### config.mk
export PLATFORM = sky130hd
export DESIGN_NAME = cb_segment_ctrl
export DESIGN_NICKNAME = d
export VERILOG_FILES = /design/src/rtl/cb_segment_ctrl.sv
export SDC_FILE = /design/constraint.sdc
export NUM_CORES = 1
export LEC_CHECK = 0
export ABC_AREA = 1
export BUFFER_PORTS_ARGS = -buffer_cell sky130_fd_sc_hd__clkbuf_2
export CAP_MARGIN = 25
export CORE_UTILIZATION = 53
export DETAILED_ROUTE_END_ITERATION = 16
export PLACE_DENSITY = 0.73
export REMOVE_ABC_BUFFERS = 1
export SYNTH_ARGS = -nofsm -noshare
export SYNTH_HDL_FRONTEND = slang
export SYNTH_SLANG_ARGS = --single-unit
### constraint.sdc
create_clock -name clk -period 2.42 [get_ports clk]
set_input_delay 0.242 -clock clk [delete_from_list [all_inputs] [get_ports clk]]
set_output_delay 0.242 -clock clk [all_outputs]
set_load 0.005 [all_outputs]
### src/rtl/cb_segment_ctrl.sv
// cb_segment_ctrl: splits one transport block into one or two code blocks.
// Each descriptor gives the small/large block counts and the filler length.
// The controller emits filler bytes, passes input data through, and inserts
// zero-valued CRC placeholders. All output goes through a one-byte register.
// Phase and block boundaries advance on output handshakes, so the byte
// counter always reflects bytes actually accepted downstream.
module cb_segment_ctrl #(
    parameter int K_LARGE   = 768,
    parameter int K_SMALL   = 132,
    parameter int CRC_BYTES = 3
) (
    input  logic        clk,
    input  logic        aclr,
    input  logic        desc_empty,
    output logic        desc_rdreq,
    input  logic [19:0] desc_q,
    input  logic        in_valid,
    output logic        in_ready,
    input  logic [7:0]  in_data,
    output logic        out_valid,
    input  logic        out_ready,
    output logic [7:0]  out_data,
    output logic        out_sob,
    output logic        out_eob,
    output logic        out_filler,
    output logic        out_crc_slot,
    output logic [1:0]  out_cb_idx,
    output logic        busy,
    output logic        desc_error
);

    typedef enum logic [2:0] {IDLE, FETCH, LOAD, FILL, DATA, CRC} state_t;

    localparam logic [9:0] KL   = 10'(K_LARGE);
    localparam logic [9:0] KS   = 10'(K_SMALL);
    localparam logic [9:0] CRCL = 10'(CRC_BYTES);

    state_t      state_q, state_d;
    logic [9:0]  cnt_q, cnt_d;            // block bytes not yet handshaken
    logic [9:0]  fill_thr_q, fill_thr_d;  // cnt value at which filler ends
    logic [1:0]  cidx_q, cidx_d;
    logic [1:0]  nblk_q, nblk_d;
    logic [1:0]  cm_q, cm_d;
    logic        crc_en_q, crc_en_d;
    logic        err_q, err_d;
    logic        ov_q, ov_d;
    logic [7:0]  od_q, od_d;
    logic        sob_q, sob_d, eob_q, eob_d, fil_q, fil_d, crcs_q, crcs_d;
    logic [1:0]  oidx_q, oidx_d;

    // Descriptor decode (only meaningful while in LOAD)
    logic [1:0]  dq_cp, dq_cm;
    logic [15:0] dq_fill;
    logic [2:0]  dq_c;
    logic        dq_crc, dq_bad;
    logic [9:0]  dq_k0, dq_cap0;

    assign dq_cp   = desc_q[19:18];
    assign dq_cm   = desc_q[17:16];
    assign dq_fill = desc_q[15:0];
    assign dq_c    = {1'b0, dq_cp} + {1'b0, dq_cm};
    assign dq_crc  = (dq_c == 3'd2);
    assign dq_k0   = (dq_cm != 2'd0) ? KS : KL;
    assign dq_cap0 = dq_k0 - (dq_crc ? CRCL : 10'd0);
    assign dq_bad  = (dq_c == 3'd0) || (dq_c > 3'd2) || (dq_fill >= {6'd0, dq_cap0});

    // Phase bookkeeping
    logic [9:0]  end_thr, byte_rem, blk_k, nxt_k;
    logic [1:0]  nidx;
    logic        hs, slot, more, phase_done, blk_done, last_blk, ld;

    assign hs         = ov_q && out_ready;
    assign slot       = !ov_q || out_ready;
    // A pending byte was already loaded, so it does not count as still to load
    assign more       = (cnt_q - end_thr) > {9'd0, ov_q};
    assign phase_done = hs && (cnt_q == end_thr + 10'd1);
    assign byte_rem   = cnt_q - {9'd0, ov_q};
    assign blk_k      = (cidx_q < cm_q) ? KS : KL;
    assign nidx       = cidx_q + 2'd1;
    assign nxt_k      = (nidx < cm_q) ? KS : KL;
    assign last_blk   = (cidx_q == nblk_q - 2'd1);
    assign blk_done   = phase_done && ((state_q == CRC) || (state_q == DATA && !crc_en_q));

    // Remaining-count value at which the current phase is complete
    always_comb begin
        end_thr = 10'd0;
        case (state_q)
            FILL:    end_thr = fill_thr_q;
            DATA:    end_thr = crc_en_q ? CRCL : 10'd0;
            default: end_thr = 10'd0;
        endcase
    end

    // State register
    always_ff @(posedge clk or posedge aclr) begin
        if (aclr) state_q <= IDLE;
        else      state_q <= state_d;
    end

    // Next-state logic
    always_comb begin
        state_d = state_q;
        case (state_q)
            IDLE:  if (!desc_empty) state_d = FETCH;
            FETCH: state_d = LOAD;
            LOAD: begin
                if (dq_bad)               state_d = IDLE;
                else if (dq_fill != 16'd0) state_d = FILL;
                else                      state_d = DATA;
            end
            FILL:  if (phase_done) state_d = DATA;
            DATA: begin
                if (phase_done) begin
                    if (crc_en_q)      state_d = CRC;
                    else if (last_blk) state_d = IDLE;
                    else               state_d = DATA;
                end
            end
            CRC:   if (phase_done) state_d = last_blk ? IDLE : DATA;
            default: state_d = IDLE;
        endcase
    end

    // FSM outputs: FIFO strobe, input acceptance and output-register load
    always_comb begin
        desc_rdreq = 1'b0;
        in_ready   = 1'b0;
        ld         = 1'b0;
        busy       = (state_q != IDLE);
        case (state_q)
            IDLE:      desc_rdreq = !desc_empty && !aclr;
            FILL, CRC: ld = slot && more;
            DATA: begin
                in_ready = slot && more;
                ld       = slot && more && in_valid;
            end
            default: ;
        endcase
    end

    // Datapath next values: descriptor capture, counters, output register
    always_comb begin
        cnt_d      = cnt_q;
        fill_thr_d = fill_thr_q;
        cidx_d     = cidx_q;
        nblk_d     = nblk_q;
        cm_d       = cm_q;
        crc_en_d   = crc_en_q;
        err_d      = 1'b0;
        ov_d       = ov_q;
        od_d       = od_q;
        sob_d      = sob_q;
        eob_d      = eob_q;
        fil_d      = fil_q;
        crcs_d     = crcs_q;
        oidx_d     = oidx_q;

        if (state_q == LOAD) begin
            cnt_d      = dq_k0;
            fill_thr_d = dq_k0 - dq_fill[9:0];
            cidx_d     = 2'd0;
            nblk_d     = dq_c[1:0];
            cm_d       = dq_cm;
            crc_en_d   = dq_crc;
            err_d      = dq_bad;
        end

        if (hs) begin
            cnt_d = cnt_q - 10'd1;
            if (blk_done && !last_blk) begin
                cidx_d = nidx;
                cnt_d  = nxt_k;
            end
        end

        if (ld) begin
            ov_d   = 1'b1;
            od_d   = (state_q == DATA) ? in_data : 8'h00;
            sob_d  = (byte_rem == blk_k);
            eob_d  = (byte_rem == 10'd1);
            fil_d  = (state_q == FILL);
            crcs_d = (state_q == CRC);
            oidx_d = cidx_q;
        end else if (hs) begin
            ov_d   = 1'b0;
            od_d   = 8'h00;
            sob_d  = 1'b0;
            eob_d  = 1'b0;
            fil_d  = 1'b0;
            crcs_d = 1'b0;
            oidx_d = 2'd0;
        end
    end

    // Datapath registers
    always_ff @(posedge clk or posedge aclr) begin
        if (aclr) begin
            cnt_q      <= '0;
            fill_thr_q <= '0;
            cidx_q     <= '0;
            nblk_q     <= '0;
            cm_q       <= '0;
            crc_en_q   <= 1'b0;
            err_q      <= 1'b0;
            ov_q       <= 1'b0;
            od_q       <= '0;
            sob_q      <= 1'b0;
            eob_q      <= 1'b0;
            fil_q      <= 1'b0;
            crcs_q     <= 1'b0;
            oidx_q     <= '0;
        end else begin
            cnt_q      <= cnt_d;
            fill_thr_q <= fill_thr_d;
            cidx_q     <= cidx_d;
            nblk_q     <= nblk_d;
            cm_q       <= cm_d;
            crc_en_q   <= crc_en_d;
            err_q      <= err_d;
            ov_q       <= ov_d;
            od_q       <= od_d;
            sob_q      <= sob_d;
            eob_q      <= eob_d;
            fil_q      <= fil_d;
            crcs_q     <= crcs_d;
            oidx_q     <= oidx_d;
        end
    end

    assign out_valid    = ov_q;
    assign out_data     = od_q;
    assign out_sob      = sob_q;
    assign out_eob      = eob_q;
    assign out_filler   = fil_q;
    assign out_crc_slot = crcs_q;
    assign out_cb_idx   = oidx_q;
    assign desc_error   = err_q;

endmodule
---- Word level (Yosys, flattened, before mapping) ----
Index checks and enable logic that the tools add are counted.
cells by class
  $add $sub $neg .......................... 9
  magnitude comparators ................... 5
  eq/ne operators ......................... 14
  muxes and demuxes ....................... 36
  reduce and logical (&&, ||, !) cells .... 26
operator list
  operator               number
  $mux 10                6
  $mux 3                 8
  $mux 8                 3
  $eq 10x10->1           2
  $pmux 10 s2            1
  $sub 10x10->10         2
  $pmux 3 s6             1
  $ge 16x10->1           1
  $reduce_bool 16->1     1
  $mux 2                 7
  $add 10x1->10 const B  1
  $eq 10x1->1 const B    1
  $gt 10x1->1            1
  $sub 10x1->10          1
  $sub 10x1->10 const B  1
  $sub 10x2->10          1
  $eq 3x2->1 const B     3
  $mux 1                 9
  $logic_and 1x1->1      8
  $ne 2x2->1 const B     4
  $eq 3x3->1 const B     2
  $logic_not 3->1        2
  $reduce_bool 2->1      3
  $logic_not 1->1        5
  12 further kinds       16
storage, ports and cells
  flip-flop bits (word level) ............. 46
  input bits .............................. 33
  output and inout port bits .............. 19
  logic and storage cells ................. 105

---- Logic depth before layout (Yosys ltp) ----
Gate-level depths: netlist of run 1.
  depth after elaboration ................. 9
  depth in mapped cells ................... 21
  gate-level depth less buffers ........... 19

---- Least setup slack after synthesis of run 1 ----
OpenSTA, ideal clock, no wires.
  path type ............................... input-to-reg
  from .................................... in desc_q[16]
  to ...................................... reg state_q[0]
  setup time .............................. 0.076 ns
  arrival ................................. 2.616 ns
  data required time ...................... 2.344 ns
  path slack .............................. -0.273 ns
  cell stages on the path ................. 19
  path buffers ............................ 0
  cell sequence ........................... ha_1 > inv_1 > fa_1 > nor2_1 > nand2_1 > inv_1 > ha_1 > inv_1 > ha_1 > a21oi_1 > a21oi_1 > o21ai_0 > nand3_1 > nor2_1 > inv_1 > nor2_1 > nand2_1 > and3_1 > o21ai_1
between the ends
  cells in the longest elaborated chain, start to end .. 8
  elaborated cells on any way between the ends .. 13
  those cells by class .................... add/sub (2); order compare (2); eq/ne (1); mux (4); reduce/logical (4)
RTL lines
  element                 line  text
  start: declaration      16    input logic [19:0] desc_q,
  $add 2x2->3             61    assign dq_c = {1'b0, dq_cp} + {1'b0, dq_cm};
  $eq 3x2->1              62    assign dq_crc = (dq_c == 3'd2);
  via dq_crc              55    logic dq_crc, dq_bad;
  $mux 2                  64    assign dq_cap0 = dq_k0 - (dq_crc ? CRCL : 10'd0);
  $sub 10x2->10           64
  $ge 16x10->1            65    assign dq_bad = (dq_c == 3'd0) || (dq_c > 3'd2) || (dq_fill >= {6'd0, dq_cap0});
  $logic_or 1x1->1        65
  $mux 3                  107   if (dq_bad) state_d = IDLE;
  $pmux 3 s6              103   case (state_q)
  end signal: assignment  97    else state_q <= state_d;
  end: declaration        38    state_t state_q, state_d;
The timed path passes the listed nets, and every way through them passes these cells.
A chain may end at the register's enable or synchronous reset.

---- Final worst setup path of run 1 ----
  from .................................... reg state_q[2]
  to ...................................... out in_ready
between the ends
  cells in the longest elaborated chain, start to end .. 6
  elaborated cells on any way between the ends .. 7
  those cells by class .................... add/sub (1); order compare (1); eq/ne (2); mux (2); reduce/logical (1)
RTL lines
  element                                   line     text
  $eq 3x3->1 or $eq 3x2->1 (tied branches)  87, 130
  $pmux 10 s2                               87       case (state_q)
  $sub 10x10->10                            75       assign more = (cnt_q - end_thr) > {9'd0, ov_q};
  $gt 10x1->1                               75
  $logic_and 1x1->1                         134      in_ready = slot && more;
  $mux 1 (*)                                130      case (state_q)
  end: declaration                          18       output logic in_ready,
Mark *: on every way between the ends. The rest lies on a longest branch, timed or not.

==> results of run 1 <==
-- flip-flops by register name, indices dropped and copies added (netlist names) --
| name | cells |
|---|---|
| cm_q | 2 |
| cnt_q | 10 |
| state_q | 3 |
| fill_thr_q | 10 |
| out_filler | 1 |
| crc_en_q | 1 |
| out_cb_idx | 2 |
| out_crc_slot | 1 |
| out_valid | 1 |
| out_data | 8 |
| cidx_q | 2 |
| nblk_q | 2 |
| desc_error | 1 |
| out_sob | 1 |
| out_eob | 1 |
-- where the power goes --
part           internal (mW)  leakage (nW)  switching [mW]
clock                  0.204        0.0452           0.274
combinational           1.85          2.08            2.40
sequential              1.07         0.587           0.306
total                   3.12          2.71            2.98
-- path summary, 6_finish.rpt --
path / end / slack [ns] / startpoint
setup reg to reg: out_data[6] / -0.52 / state_q[2]
min in group asynchronous: crc_en_q / 0.49 / aclr
max in group asynchronous: state_q[0] / 1.31 / aclr
hold / removal: out_data[4] / 0.17 / in_data[4]
hold reg to reg: out_data[7] / 0.52 / out_data[7]
setup / recovery: in_ready / -0.61 / state_q[2]
-- through the flow --
| stage | cell area [µm²] | utilization |
|---|---|---|
| after floorplan | 3869 | - |
| after global placement | 4771 | 0.6578 |
| after detailed placement | 4771 | 0.6578 |
| after CTS | 5517 | 0.7606 |
| after global routing | 5620 | 0.7749 |
| final | 5620 | 0.7749 |
-- worst max-delay path, delay by kind of cell (launching register included) --
kind,cells,cell delay (ns)
simple gates,8,1.14
fa+ha+maj,2,0.56
flops,1,0.44
buf+inv,2,0.17
xor+xnor,1,0.15
-- cells by family after synthesis --
family / Yosys count
xor+xnor: 24
buf+inv: 87
flops: 46
compound gates: 79
simple gates: 278
fa+ha+maj: 34
-- what timing repair did --
item	4_1_cts	5_1_grt
gates resized for setup	103	37
buffers inserted	15	4
endpoints found under the setup margin	32	32
endpoints found under the hold margin	17	0
hold buffers	1	0
gates cloned	4	0
pin swaps	40	22
-- layout make-up --
cell class                      instances  area [µm²]  area share
Clock buffer                            6       72.57     0.01291
Multi-Input combinational cell        415        2987      0.5314
Inverter                               71       271.5     0.04831
Tap cell                               99       123.9     0.02204
Sequential cell                        46        1152      0.2050
Timing Repair Buffer                  138       999.7      0.1779
Clock inverter                          2       13.76    0.002449
-- layer usage --
layer	GRT usage	vias to the layer above	wire, µm
met5	0	-	0
met2	0.6028	224	6620
met1	0.3707	2066	4819
met3	0.04291	54	706
li1	-	2071	-
met4	0.1906	0	711
-- layout by cell type, fill, tap and decap left out, types with 2 or more instances in the layout --
cell,n
inv_1,59
nand3_1,43
buf_6,17
a21oi_1,14
xnor2_2,2
xor2_1,15
nand3_2,24
nor3_2,3
dfrtp_1,45
ha_4,16
nand2_2,11
inv_2,10
o21ai_2,17
nand2_4,4
a21oi_2,7
o211ai_1,2
nor4_1,3
xnor2_1,7
clkbuf_8,5
nor2_4,8
nor2_1,33
nor2_2,8
nand4_1,15
buf_4,67
o21ai_1,11
nand2_1,109
o21ai_0,19
o21ai_4,2
buf_12,2
clkbuf_2,51
nor3_1,5
nand3_4,7
ha_1,15
==> metrics, run 1 <==
outcome finished, violations left; violated checks setup timing; GRT Overall Usage 0.3312; Slew headroom 0.5946; leading area contributor after synthesis dfrtp_1; dominant synthesized flop cell dfrtp_1; # DRC 0; hpwl dp 8642 µm; register bit total from synthesis 46; max_cap viols 0; routed vias 4415; Leak 2.707 nW; CTS clk-pin slew, worst paths 0.09 ns; gr ovfl total 0; Peak supply drop 0.4370 mV; multiplexer share of the synthesized area 0; Compound-Gate Fraction of Synth Area 0.1093; Max Freq 330.4 MHz; synth top area cells dfrtp_1, nand2_1, ha_1; CTS Buffer Depth 2; YS warnings 0; P&R area growth vs syn 41.52%; Slew Viols, Final 0; Top Ports 52; die area 7843 µm²; RSZ-0062 raised after global routing yes; Tcrit/Tclk final 1.250; Mapped Area 3971 µm²; worst-path cell chain inv_2, nand4_1, nand2_2, ha_4, fa_2, xnor2_2, nor4_1, nand2_1, nor3_2, nand4_1, nand2_1, nor2_2, clkbuf_2; Worst Skew 0.006434 ns; power density cells 1085 nW/µm²; CP arrival 2.78 ns; CP Capture Type output pin; Final Setup Violations 31; crit path time final 3.026 ns; # port buffers 51; FF-to-FF path depth 16; post-synthesis simple-gate area fraction 0.3440; CP peak stage delay 0.44 ns; Final WS setup -0.6062 ns; Hold WS 0.1718 ns; antenna-violating nets left 0; Place WS -0.6508 ns; Std-Cell Rows 31; CP Max Fanout 4; Core Footprint 7253 µm²; Routed WL per cell 16.55 µm; WL final 12860 µm; EDFF count, synth 0; final hold vios 0; # nets final 744; Filler Cell Count 502; CP max-delay cell dfrtp_1; Post-Layout Cell Count 777; GPL Wtd Cong 0.9154; top-area cell type share of the netlist area 0.2899; Hold Crit Class input pin to flip-flop; TritonCTS clock tree yes; main combinational cell family by area after synthesis simple AND/OR/NAND/NOR gates; crit path kind flip-flop to output pin; Inserted Diodes 0; number of CTS-inserted buffers 5; CTS HTree Levels 2; Startpoint Class flip-flop; mean post-synth cell area 7.247 µm²; pin count of the biggest net entering global routing 20; hold path depth 3; adder-cell share of the synthesized area 0.1109; synth cell count leaders nand2_1, inv_1, nand3_1; Tightest Pin Transition 0.6018 ns; Initial Util 0.5475; Total Power 6.096 mW; # clock sinks 46; asr flop ratio synth 1.000; die height 88.56 µm; DP Cell Count 750; Clock Latency Late Sink 0.30 ns; vias in the first global route 4239; global-route wire length before repair 19610 µm; layout cells sized above 1 0.3968; DIE WIDTH 88.56 µm; most frequent cell after synthesis nand2_1; Pre-Repair DR Iteration Count 7; initial antenna violation count 0; total negative slack -11.78 ns; Crit path required time 2.18 ns; Mapped Cells 548; Vias/cell 5.682; root buf cell clkbuf_8; sequential area share after synthesis 0.2899; DR iter-0 viols 313; Post-Synth XOR/XNOR Area 0.05293; Cell variety after synth 42
Note: power is estimated with default switching activity, not from simulation.
==> run 2, diff against run 1 <==
Settings changed: ABC_AREA 1 to not set.
==> run 2 against run 1 <==
The flow still finishes with violations (setup timing). Design area decreased by 7.6%. Routed wire length down 13%. Register-to-register slack lost 0.35 ns. Setup slack got worse by 0.41 ns. Global-route usage decreased by 3.7 points. Critical endpoint is now state_q[0]. Sequential power shrank 5%. Synthesized area is 4.1% lower. Sequential share of layout area increased by 1.7 points. Power down 19%. Non-clock buffer count increased by 6.
==> metrics, run 2 <==
outcome finished, violations left (unchanged); violated checks setup timing (unchanged); Seq pwr share 0.266 (was 0.226); Max Freq 290.7 MHz (was 330.4 MHz); EDFF count, synth 0 (unchanged); initial antenna violation count 0 (unchanged); number of CTS-inserted buffers 5 (unchanged); Std-Cell Rows 30 (was 31); Critical R2R Capture out_data[4] (was out_data[6]); crit path kind input pin to flip-flop (was flip-flop to output pin); synth cell count leaders nand2_1, dfrtp_1, inv_1 (was nand2_1, inv_1, nand3_1); commonest non-fill, non-tap cell in the layout buf_4 (was nand2_1); Worst Skew 0.007135 ns (was 0.006434 ns); Mapped Area 3810 µm² (was 3971 µm²); Inserted Diodes 0 (unchanged); YS warnings 0 (unchanged); FF-to-FF path depth 15 (was 16); Slew Viols, Final 0 (unchanged); synth top area cells dfrtp_1, ha_1, nand2_1 (was dfrtp_1, nand2_1, ha_1); final hold vios 0 (unchanged); # nets final 643 (was 744); P&R area growth vs syn 36.32% (was 41.52%); switching part of the total 0.4422 (was 0.4881); CP Capture Type flip-flop (was output pin); hold path depth 2 (was 3); Routed WL per cell 16.65 µm (was 16.55 µm); CP arrival 3.64 ns (was 2.78 ns); Post-Layout Cell Count 673 (was 777); Vias/cell 5.793 (was 5.682); power share of the clock group 0.099 (was 0.079); Startpoint Class input pin (was flip-flop); register bit total from synthesis 46 (unchanged); CTS HTree Levels 2 (unchanged); Worst Hold Launch in_data[5] (was in_data[4]); max_cap viols 0 (unchanged); routed vias 3899 (was 4415); DP Cell Count 644 (was 750); Multi-input gate area 2659 µm² (was 2987 µm²); Slew headroom 0.4328 (was 0.5946); Worst Hold Path EP out_data[5] (was out_data[4]); Tightest Pin Transition 0.8443 ns (was 0.6018 ns); Leak 2.528 nW (was 2.707 nW); commonest non-fill, non-tap cells in the layout buf_4, nand2_1, clkbuf_2 (was nand2_1, buf_4, inv_1); crit path time final 3.440 ns (was 3.026 ns); Peak supply drop 0.4019 mV (was 0.4370 mV); Core Footprint 6869 µm² (was 7253 µm²); WL final 11210 µm (was 12860 µm); Crit path required time 2.62 ns (was 2.18 ns); layout cells sized above 1 0.3484 (was 0.3968); Final WS setup -1.020 ns (was -0.6062 ns); top-area cell type share of the netlist area 0.3021 (was 0.2899); Cell variety after synth 65 (was 42); # clock sinks 46 (unchanged); Mapped Cells 446 (was 548); Tcrit/Tclk final 1.422 (was 1.250); Initial Util 0.5546 (was 0.5475); internal power 2.751 mW (was 3.121 mW); Top Ports 52 (unchanged); mean post-synth cell area 8.542 µm² (was 7.247 µm²); DR iter-0 viols 174 (was 313); asr flop ratio synth 1.000 (unchanged); DIE WIDTH 86.79 µm (was 88.56 µm); root buf cell clkbuf_8 (unchanged); Final Util 0.7561 (was 0.7749); hpwl dp 7777 µm (was 8642 µm); Final Setup Violations 32 (was 31); reg2reg setup slack -0.87 ns (was -0.52 ns); leading area contributor after synthesis dfrtp_1 (unchanged); antenna-violating nets left 0 (unchanged); Total Power 4.933 mW (was 6.096 mW); dominant synthesized flop cell dfrtp_1 (unchanged); Clock Latency Late Sink 0.31 ns (was 0.30 ns); Hold Crit Class input pin to flip-flop (unchanged); die area 7532 µm² (was 7843 µm²); die height 86.79 µm (was 88.56 µm); Filler Cell Count 471 (was 502); pin count of the biggest net entering global routing 47 (was 20); CTS Buffer Depth 2 (unchanged); DP Area 4622 µm² (was 4771 µm²); TritonCTS clock tree yes (unchanged); # port buffers 51 (unchanged); Register Area 1151 µm² (was 1152 µm²); GPL Wtd Cong 0.9187 (was 0.9154); vias in the first global route 3665 (was 4239); CP Max Fanout 3 (was 4); Design Area, Final 5194 µm² (was 5620 µm²); gr ovfl total 0 (unchanged); CTS clk-pin slew, worst paths 0.09 ns (about the same); GRT Overall Usage 0.2944 (was 0.3312); # DRC 0 (unchanged); Pre-Repair DR Iteration Count 5 (was 7); global-route wire length before repair 17430 µm (was 19610 µm); most frequent cell after synthesis nand2_1 (unchanged); power density cells 949.7 nW/µm² (was 1085 nW/µm²); reg2reg start state_q[0] (was state_q[2]); RSZ-0062 raised after global routing yes (unchanged); Psw 2.181 mW (was 2.976 mW); logic gate share of total power 0.635 (was 0.696); sequential area share after synthesis 0.3021 (was 0.2899)
[run 2: cell count changes after synthesis, moves of 7 or more]
cell,previous run,this run
nor2_1,39,26
inv_1,68,35
nand3_2,8,0
o21ai_1,17,2
mux2i_1,0,7
a32o_1,0,9
nand4_1,15,4
nand2_1,120,56
nand2b_1,0,9
nand3_1,62,11
nor2b_1,0,8
[run 2: final cells by class]
| class | instances | area share |
|---|---|---|
| Clock inverter | 3 | 0.004095 |
| Sequential cell | 46 | 0.2216 |
| Clock buffer | 5 | 0.01325 |
| Inverter | 36 | 0.02698 |
| Multi-Input combinational cell | 343 | 0.5119 |
| Timing Repair Buffer | 144 | 0.1990 |
| Tap cell | 96 | 0.02313 |
[run 2: cell families (layout without fill, tap and decap cells)]
| family | after synthesis | count (layout) | synth area share |
|---|---|---|---|
| and+or+nand+nor | 175 | 175 | 0.2548 |
| AOI/OAI and AO/OA | 101 | 101 | 0.1859 |
| buffers and inverters | 57 | 188 | 0.06272 |
| DFF | 46 | 46 | 0.3021 |
| adders and majority gates | 34 | 34 | 0.1156 |
| xor gates and xnor gates | 25 | 25 | 0.05747 |
| muxes | 8 | 8 | 0.02135 |
[run 2: worst max-delay path by stage]
stage | endpoint | slack (ns) | start | cells after the start
after detailed placement | state_q[0] | -1.55 | desc_q[16] | 15
after floorplan | state_q[0] | -1.20 | desc_q[16] | 14
after CTS | in_ready | -0.95 | state_q[0] | 11
after global routing | state_q[0] | -1.12 | desc_q[16] | 16
final | state_q[0] | -1.02 | desc_q[16] | 16
after global placement | state_q[0] | -1.35 | desc_q[16] | 15
[run 2: timing repair]
| item | in CTS | in global routing |
|---|---|---|
| pin swaps | 28 | 16 |
| gates cloned | 1 | 0 |
| hold buffers | 0 | 1 |
| hold endpoints to repair | 0 | 21 |
| endpoints found under the setup margin | 32 | 32 |
| buffers inserted | 13 | 8 |
| gates resized for setup | 60 | 13 |
[run 2: critical path, cell delays in order]
cell	delay, ns
buf_8	0.10
ha_4	0.15
inv_2	0.04
fa_1	0.42
or3b_4	0.43
inv_4	0.09
ha_4	0.20
or3b_4	0.39
a21o_1	0.20
a2111oi_2	0.36
o311a_1	0.27
nand3b_1	0.14
nand2_2	0.14
buf_6	0.11
nor2_4	0.03
a2111oi_4	0.32
[run 2: stage by stage]
step / setup slack (ns) / hold slack [ns] / setup TNS (ns)
finish: -1.020 / 0.1742 / -24.45
detailed placement: -1.551 / 0.4795 / -27.62
global route: -1.115 / 0.1699 / -27.33
floorplan: -1.199 / 0.3474 / -27.92
CTS: -0.9509 / 0.1708 / -21.25
global placement: -1.350 / 0.4672 / -25.09
[run 2: power by group through the flow]
stage	combinational (mW)	clock [mW]	sequential (mW)
floorplan	1.48	0	1.39
global route	3.45	0.534	1.34
finish	3.13	0.487	1.31
CTS	2.96	0.491	1.30
detailed placement	2.65	0	1.32
global placement	2.55	0	1.30
[run 2: routing by layer]
metal  up-vias  global-route usage  wire length (µm)
met5         -                   0                 0
met4         0              0.1045               310
met3        27             0.04095               483
met2       138              0.4932              5636
met1      1875              0.3874              4778
li1       1859                   -                 -
